$ cat src/rtl/rv32i_exec_datapath.sv
// RV32I decode/execute/ALU datapath with its 32x32 register file.
// Purely combinational apart from the register-file write port.
module rv32i_exec_datapath (
   input  logic        clk_i,
   input  logic        rstn_i,
   input  logic [31:0] instr_i,
   input  logic [31:0] pc_i,
   input  logic [31:0] load_rdata_i,
   output logic        jump_o,
   output logic [31:0] jump_pc_o,
   output logic        mem_we_o,
   output logic [31:0] mem_addr_o,
   output logic [31:0] mem_wdata_o,
   output logic [2:0]  mem_size_o,
   output logic        rd_we_o,
   output logic [4:0]  rd_addr_o,
   output logic [31:0] rd_wdata_o,
   output logic [31:0] alu_out_o
);

   typedef enum logic [4:0] {
      ALU_ADD, ALU_SUB, ALU_SLL, ALU_SLT, ALU_SLTU, ALU_XOR,
      ALU_SRL, ALU_SRA, ALU_OR, ALU_AND, ALU_PASS_B
   } alu_op_e;

   logic [31:0] regs [32];

   logic [6:0]  opcode;
   logic [2:0]  f3;
   logic [4:0]  rd, rs1a, rs2a;
   logic [31:0] rs1, rs2;
   logic [31:0] imm_i, imm_s, imm_b, imm_u, imm_j;

   assign opcode = instr_i[6:0];
   assign rd     = instr_i[11:7];
   assign f3     = instr_i[14:12];
   assign rs1a   = instr_i[19:15];
   assign rs2a   = instr_i[24:20];
   assign rs1    = (rs1a == 5'd0) ? 32'd0 : regs[rs1a];
   assign rs2    = (rs2a == 5'd0) ? 32'd0 : regs[rs2a];

   assign imm_i = {{20{instr_i[31]}}, instr_i[31:20]};
   assign imm_s = {{20{instr_i[31]}}, instr_i[31:25], instr_i[11:7]};
   assign imm_b = {{19{instr_i[31]}}, instr_i[31], instr_i[7],
                   instr_i[30:25], instr_i[11:8], 1'b0};
   assign imm_u = {instr_i[31:12], 12'd0};
   assign imm_j = {{11{instr_i[31]}}, instr_i[31], instr_i[19:12],
                   instr_i[20], instr_i[30:21], 1'b0};

   logic is_op, is_opi, is_lui, is_aui, is_jal, is_jalr;
   logic is_br, is_ld, is_st;

   assign is_op   = (opcode == 7'b0110011);
   assign is_opi  = (opcode == 7'b0010011);
   assign is_lui  = (opcode == 7'b0110111);
   assign is_aui  = (opcode == 7'b0010111);
   assign is_jal  = (opcode == 7'b1101111);
   assign is_jalr = (opcode == 7'b1100111);
   assign is_br   = (opcode == 7'b1100011);
   assign is_ld   = (opcode == 7'b0000011);
   assign is_st   = (opcode == 7'b0100011);

   function automatic alu_op_e f3_op(input logic [2:0] f, input logic alt);
      alu_op_e o;
      unique case (f)
         3'b000:  o = alt ? ALU_SUB : ALU_ADD;
         3'b001:  o = ALU_SLL;
         3'b010:  o = ALU_SLT;
         3'b011:  o = ALU_SLTU;
         3'b100:  o = ALU_XOR;
         3'b101:  o = alt ? ALU_SRA : ALU_SRL;
         3'b110:  o = ALU_OR;
         default: o = ALU_AND;
      endcase
      return o;
   endfunction

   logic [31:0] op_a, op_b;
   alu_op_e     alu_op;

   // Operand and ALU-op selection per opcode class
   always_comb begin
      op_a   = rs1;
      op_b   = rs2;
      alu_op = ALU_ADD;
      unique case (1'b1)
         is_op: alu_op = f3_op(f3, instr_i[30]);
         is_opi: begin
            op_b   = imm_i;
            alu_op = f3_op(f3, instr_i[30] & (f3 == 3'b101));
         end
         is_lui: begin
            op_b   = imm_u;
            alu_op = ALU_PASS_B;
         end
         is_aui: begin
            op_a = pc_i;
            op_b = imm_u;
         end
         is_jal: begin
            op_a = pc_i;
            op_b = imm_j;
         end
         is_jalr: op_b = imm_i;
         is_br: begin
            op_a = pc_i;
            op_b = imm_b;
         end
         is_ld: op_b = imm_i;
         is_st: op_b = imm_s;
         default: ;
      endcase
   end

   logic [31:0] alu_res;

   // ALU; shifts use only the low five bits of operand B
   always_comb begin
      alu_res = 32'd0;
      unique case (alu_op)
         ALU_ADD:    alu_res = op_a + op_b;
         ALU_SUB:    alu_res = op_a - op_b;
         ALU_SLL:    alu_res = op_a << op_b[4:0];
         ALU_SLT:    alu_res = {31'd0, $signed(op_a) < $signed(op_b)};
         ALU_SLTU:   alu_res = {31'd0, op_a < op_b};
         ALU_XOR:    alu_res = op_a ^ op_b;
         ALU_SRL:    alu_res = op_a >> op_b[4:0];
         ALU_SRA:    alu_res = 32'($signed(op_a) >>> op_b[4:0]);
         ALU_OR:     alu_res = op_a | op_b;
         ALU_AND:    alu_res = op_a & op_b;
         ALU_PASS_B: alu_res = op_b;
         default:    alu_res = 32'd0;
      endcase
   end

   assign alu_out_o = is_jalr ? {alu_res[31:1], 1'b0} : alu_res;

   logic br_take;

   // Branch condition from register operands
   always_comb begin
      br_take = 1'b0;
      unique case (f3)
         3'b000:  br_take = (rs1 == rs2);
         3'b001:  br_take = (rs1 != rs2);
         3'b100:  br_take = ($signed(rs1) < $signed(rs2));
         3'b101:  br_take = !($signed(rs1) < $signed(rs2));
         3'b110:  br_take = (rs1 < rs2);
         3'b111:  br_take = !(rs1 < rs2);
         default: br_take = 1'b0;
      endcase
   end

   assign jump_o      = is_jal | is_jalr | (is_br & br_take);
   assign jump_pc_o   = jump_o ? alu_out_o : 32'd0;
   assign mem_we_o    = is_st;
   assign mem_addr_o  = (is_ld | is_st) ? alu_out_o : 32'd0;
   assign mem_wdata_o = rs2;
   assign mem_size_o  = (is_ld | is_st) ? f3 : 3'd0;

   logic wb_cls;
   logic [31:0] ld_val;

   assign wb_cls  = is_op | is_opi | is_lui | is_aui
                  | is_jal | is_jalr | is_ld;
   assign rd_we_o   = wb_cls & (rd != 5'd0);
   assign rd_addr_o = rd_we_o ? rd : 5'd0;

   // Load data extension by access size
   always_comb begin
      ld_val = 32'd0;
      unique case (f3)
         3'b000:  ld_val = {{24{load_rdata_i[7]}}, load_rdata_i[7:0]};
         3'b001:  ld_val = {{16{load_rdata_i[15]}}, load_rdata_i[15:0]};
         3'b010:  ld_val = load_rdata_i;
         3'b100:  ld_val = {24'd0, load_rdata_i[7:0]};
         3'b101:  ld_val = {16'd0, load_rdata_i[15:0]};
         default: ld_val = 32'd0;
      endcase
   end

   // Write-back data mux
   always_comb begin
      rd_wdata_o = 32'd0;
      if (rd_we_o) begin
         if (is_jal | is_jalr) rd_wdata_o = pc_i + 32'd4;
         else if (is_ld)       rd_wdata_o = ld_val;
         else                  rd_wdata_o = alu_out_o;
      end
   end

   // Register file write port; reset clears every entry
   always_ff @(posedge clk_i or negedge rstn_i) begin
      if (!rstn_i) begin
         for (int i = 0; i < 32; i++) regs[i] <= 32'd0;
      end else if (rd_we_o) begin
         regs[rd_addr_o] <= rd_wdata_o;
      end
   end

endmodule

$ cat config.mk
export PLATFORM = sky130hd
export DESIGN_NAME = rv32i_exec_datapath
export DESIGN_NICKNAME = d
export VERILOG_FILES = /design/src/rtl/rv32i_exec_datapath.sv
export SDC_FILE = /design/constraint.sdc
export NUM_CORES = 2
export LEC_CHECK = 0
export BUFFER_PORTS_ARGS = -buffer_cell sky130_fd_sc_hd__buf_2
export CAP_MARGIN = 10
export CORE_ASPECT_RATIO = 1.4
export CORE_MARGIN = 2
export CORE_UTILIZATION = 30
export DETAILED_ROUTE_END_ITERATION = 10
export PLACE_DENSITY = 0.46
export SLEW_MARGIN = 30
export SYNTH_ARGS = -nofsm -noshare
export SYNTH_HDL_FRONTEND = slang
export SYNTH_SLANG_ARGS = --single-unit
$ cat constraint.sdc
create_clock -name clk_i -period 12.2 [get_ports clk_i]
set_input_delay 0.61 -clock clk_i [delete_from_list [all_inputs] [get_ports clk_i]]
set_output_delay 0.61 -clock clk_i [all_outputs]
set_load 0.005 [all_outputs]
* Yosys cells after proc, flatten, opt, wreduce, memory -nomap -nowiden
Index checks and enable logic that the tools add are counted.
** Operators by class
- Reduce and logical (&&, ||, !) cells :: 11
- Shifts and indexed selects :: 3
- Add/subtract/negate cells :: 3
- Equal/unequal tests :: 28
- $lt $le $gt $ge :: 8
- Bitwise logic cells :: 18
- Muxes and demuxes :: 31
** Operators by type and width (count)
- $bwmux W1024 :: 1
- $mux W32 :: 13
- $pmux W32 S11 :: 1
- $bmux W32 S5 :: 2
- $pmux W32 S5 :: 2
- $demux W32 S5 :: 1
- $lt A32 B32 Y1 :: 4
- $pmux W4 S7 :: 2
- $add A32 B3 Y32 const B :: 1
- $add A32 B32 Y32 :: 1
- $and A32 B32 Y32 :: 1
- $eq A32 B32 Y1 :: 1
- $ne A32 B32 Y1 :: 1
- $or A32 B32 Y32 :: 1
- $shl A32 B5 Y32 :: 1
- $shr A32 B5 Y32 :: 1
- $sshr A32 B5 Y32 :: 1
- $sub A32 B32 Y32 :: 1
- $xor A32 B32 Y32 :: 1
- $eq A7 B6 Y1 const B :: 3
- $eq A7 B7 Y1 const B :: 3
- $eq A5 B3 Y1 const B :: 4
- $ge A6 B6 Y1 const B :: 3
- $not A5 Y6 :: 3
- 23 further kinds :: 49
** Storage, ports and cells
- Bits in registers :: 1024
- Output and inout bits :: 171
- Word-level logic and storage cells :: 134
- Input port bits :: 98

* Longest topological paths before layout
- Depth after elaboration :: 15
- Gate-level depth with buffers :: 30
- Depth with buffers taken out :: 23

* Worst setup path before layout
OpenSTA, ideal clock, no wires.
- Path type :: input-to-output
- Start point :: input port instr_i[20]
- End point :: output port rd_wdata_o[28]
- Path slack :: 4.528 ns
- Path buffers :: 8
- Data arrival time :: 7.062 ns
- Required time :: 11.590 ns
- Stages on the path :: 28
- Path through :: buf_2 -> buf_2 -> buf_2 -> buf_2 -> clkbuf_1 -> buf_1 -> mux4_2 -> mux4_2 -> mux2i_1 -> nor2_1 -> inv_1 -> o21ai_0 -> ha_1 -> clkbuf_1 -> inv_1 -> a2111oi_0 -> o21ai_0 -> and4b_1 -> o2111ai_1 -> nand2_1 -> o41ai_1 -> a2111oi_0 -> a211oi_1 -> and4_1 -> inv_1 -> a31oi_2 -> buf_2 -> inv_1
** Between the ends
- Cells in the longest elaborated chain, start to end :: 11
- Elaborated cells between the ends (all ways) :: 19
- Those cells by class :: add/sub: 2; shift: 3; mux: 9; bitwise: 4; reduce/logical: 1
** Ends and longest elaborated chain
- start, declared :: line 6 : input logic [31:0] instr_i,
- $not A5 Y6 (not written as such) :: line 40 : assign rs2 = (rs2a == 5'd0) ? 32'd0 : regs[rs2a];
- $bmux W32 S5 :: line 40
- $mux W32 (not written as such) (2 in a row) :: line 40
- $mux W32 (*) :: line 40
- via mem_wdata_o[7] :: line 13 : output logic [31:0] mem_wdata_o,
- $pmux W32 S5 (*) :: line 86 : unique case (1'b1)
- $sub A32 B32 Y32 or $add A32 B32 Y32 (tied branches) :: line 122, 121
- $pmux W32 S11 (*) :: line 120 : unique case (alu_op)
- via alu_out_o[28] :: line 18 : output logic [31:0] alu_out_o
- $mux W32 (*) :: line 187 : else if (is_ld) rd_wdata_o = ld_val;
- $mux W32 (*) :: line 186 : if (is_jal | is_jalr) rd_wdata_o = pc_i + 32'd4;
- $mux W32 (*) :: line 185 : if (rd_we_o) begin
- end, declared :: line 17 : output logic [31:0] rd_wdata_o,
Mark *: on every way through the listed nets, which the timed path passes. The rest lies on a longest branch. The select of a mux whose other input is x is not followed.

* Worst setup path after layout
- Start point :: input port instr_i[23]
- End point :: output port rd_wdata_o[28]
** Between the ends
- Cells in the longest elaborated chain, start to end :: 11
- Elaborated cells between the ends (all ways) :: 19
- Those cells by class :: add/sub: 2; shift: 3; mux: 9; bitwise: 4; reduce/logical: 1
** Ends and longest elaborated chain
- $not A5 Y6 (not written as such) :: line 40
- $bmux W32 S5 :: line 40
- $mux W32 (not written as such) (2 in a row) :: line 40
- $mux W32 :: line 40
- $pmux W32 S5 (*) :: line 86
- $sub A32 B32 Y32 (tied with other cells) :: line 122 : ALU_SUB: alu_res = op_a - op_b;
- $pmux W32 S11 (*) :: line 120
- $mux W32 (*) :: line 187
- $mux W32 (*) :: line 186
- $mux W32 (*) :: line 185
Every way passes the cells marked *; elsewhere a longest branch is shown, timed or not. The select of a mux whose other input is x is not followed.

==> reports/results.ini <==
[status]
outcome=complete, no violations

[placed_design]
io_buffers=268
hpwlAfterDp_mm=245
dpl_cell_area_sq_mm=0.0714
globalplace.congestion=1.14

[clock_network]
clock_latency_ps=750
clockRootBuffer=clkbuf_16
cts_resized=0
path_clk_slew_ps=70
htreeDepth=3
cts_buffers=102
cts_tree=built
post_cts_buffers=0
cts.sinks=1024
cts_buffer_depth=3

[critical_path]
cp-end-kind=output pin
crit_fanout=27
cp-start-kind=input port
required_ps=11590
crit_type=input port to output pin
crit_start=instr_i[23]
crit_arrival_ps=9520
reg2reg_from=regs[864]$_DFFE_PN0P_

[cells_and_area]
syn2layout_area_growth_pct=12.3
drive_gt1_share_pct=23.9
reg_top3=regs: 1024 flops
top_register=regs
mostFrequentLayoutCell=dfrtp_1
design_area_sq_mm=0.0751
largest_reg_flops=1024
layout.nets=6737
final_cell_mix=1024 x dfrtp_1, 911 x nand2_1, 630 x o21ai_0

[timing]
rsz0062_at_grt=no
hold_violations=0
max_freq_mhz=98.7
post-route-min-period_ps=10130
drv_slew=0
setup_viol=0
clock_skew_ps=40.8
slew_headroom_pct=22.5
fin_crit_sh_pct=83.1
tns_ps=0
tightest_slew_ps=1140

[yosys]
ys_ff_latch=1024
ys_warn_count=0
synth.distinct_cells=110
synth_area_sq_mm=0.0669
async_reset_ff_share_pct=100
ys_seq_area_share_pct=38.3
ys.flop_type=dfrtp_1
avgSynthCellArea_sq_um=10.2
synth_edf_count=0
synthCells=6554
synth_nets=6784

[drt]
first_pass_iters=6
drc=0
ant_nets=0
vias=57900
drtIter0Drc=6053
finalWirelength_mm=345
via_per_inst=6.10
avgRoutedWirePerCell_microns=36.3

[die]
start_util_pct=30.1
ioPinCount=269
core_sq_mm=0.222
die_y_microns=563
die_x_microns=403
rows=205
die_area_sq_mm=0.227

[global_routing]
grt_pass1_vias=57200
grt_pass1_wl_mm=477
grt_use_total_pct=29.8
overflow=0
grt_max_degree=171
antenna_found_initial=29

[job]
drv_cap=0

[power_and_ir_drop]
power_density_mw_per_mm2=113
irDropWorstVdd_mv=0.127
leakage_nw=32.1

[worst_hold_path]
hp-start=regs[1003]$_DFFE_PN0P_
hold_path_class=flip-flop to flip-flop

final cells by class:
type	instances	area, sq um
sequential	1024	25600
clock buffer	152	3040
multi-input combinational	4689	38300
antenna	14	35.0
timing repair buffer	495	3330
inverter	195	732
fill	22700	147000
clock inverter	33	497
tap	2898	3630
cells in the mapped netlist (24+ instances only):
cell type	instances	share of area [%]
dfrtp_1	1024	38
o21ai_2	32	0.42
and2_1	26	0.24
o211ai_1	33	0.37
o31ai_1	99	1.1
a31oi_1	33	0.31
and3_1	48	0.45
o221ai_1	26	0.34
buf_2	99	0.74
a21o_1	50	0.56
a22o_1	42	0.55
nor3_1	58	0.43
mux4_2	471	16
inv_1	181	1.0
a22oi_1	72	0.81
o21ai_1	111	0.83
nand3_1	61	0.46
buf_4	36	0.40
ha_1	130	2.4
nand4_1	49	0.46
nand2_1	929	5.2
o21ai_0	633	4.7
nor2_1	352	2.0
a2111o_1	29	0.49
mux2_2	238	4.0
a221oi_1	28	0.37
a211oi_1	95	1.1
clkbuf_1	423	2.4
o22a_1	31	0.41
buf_6	24	0.40
a21oi_1	260	1.9
xnor2_1	24	0.31
mux2i_1	253	3.8
nor2b_1	31	0.29
buf_1	52	0.29
o22ai_1	53	0.50
power by group:
| part | internal, mW | switching (mW) |
|---|---|---|
| combinational | 0.458 | 1.16 |
| clock | 1.94 | 1.47 |
| sequential | 3.44 | 0.0394 |
| total | 5.84 | 2.67 |
logic make-up (layout without fill, tap and decap cells):
| group | after synthesis | count (layout) | share of synthesized area (%) |
|---|---|---|---|
| AOI/OAI and AO/OA | 1878 | 1878 | 18.5 |
| xor gates and xnor gates | 45 | 45 | 0.589 |
| adders and majority gates | 132 | 132 | 2.49 |
| buffers and inverters | 841 | 875 | 5.43 |
| DFF | 1024 | 1024 | 38.3 |
| muxes | 971 | 971 | 24.0 |
| other | 0 | 14 | 0 |
| and+or+nand+nor | 1663 | 1663 | 10.7 |
routing by layer:
| metal | part of all wire [%] | track usage [%] | vias to the layer above |
|---|---|---|---|
| li1 | - | - | 24300 |
| met1 | 38 | 35.0 | 29800 |
| met2 | 47 | 48.6 | 2835 |
| met3 | 7.5 | 6.70 | 944 |
| met4 | 8.1 | 20.5 | 14 |
| met5 | 0.029 | 0 | - |
metrics by stage:
step	setup slack, ps	util (%)	hold WS (ps)	total power [mW]	std cells
after global placement	2210	32.1	378	5.10	9294
after CTS	2420	33.7	398	8.52	9482
final	2070	33.8	397	8.51	9500
after global routing	2010	33.8	409	8.75	9491
after detailed placement	2430	32.1	383	5.10	9296
after floorplan	4530	-	314	4.38	6554
worst max-delay path, stage by stage:
cell and delay, ps:
buf_4 480, buf_4 650, nor2_1 310, a22oi_1 620, nand4_1 540, inv_2 250, a21boi_4 80, inv_2 400
ha_1 270, inv_1 70, fa_1 460, a21o_1 200, a21oi_1 320, o21ai_0 280, and4b_1 410, o2111ai_1 350
nand2_1 180, o41ai_1 600, a2111oi_0 230, a211oi_1 660, and4_1 410, inv_1 120, a31oi_4 550, inv_1 80
buf_2 150
path summary, 6_finish.rpt:
kind                                                to  slack [ps]  cells after the start
max in group asynchronous        regs[150]$_DFFE_PN0P_        8630                      7
min in group asynchronous        regs[199]$_DFFE_PN0P_         460                      2
worst min register to register  regs[1003]$_DFFE_PN0P_         400                      0
worst max register to register   regs[892]$_DFFE_PN0P_        3660                     24
worst max-delay path                    rd_wdata_o[28]        2070                     25
worst min-delay path            regs[1003]$_DFFE_PN0P_         400                      0
what timing repair did:
| item | 4_1_cts | 5_1_grt |
|---|---|---|
| setup endpoints to repair | 0 | 0 |
| hold endpoints to repair | 103 | 0 |
| hold buffers | 1 | 0 |
(Power assumes the default switching activity.)
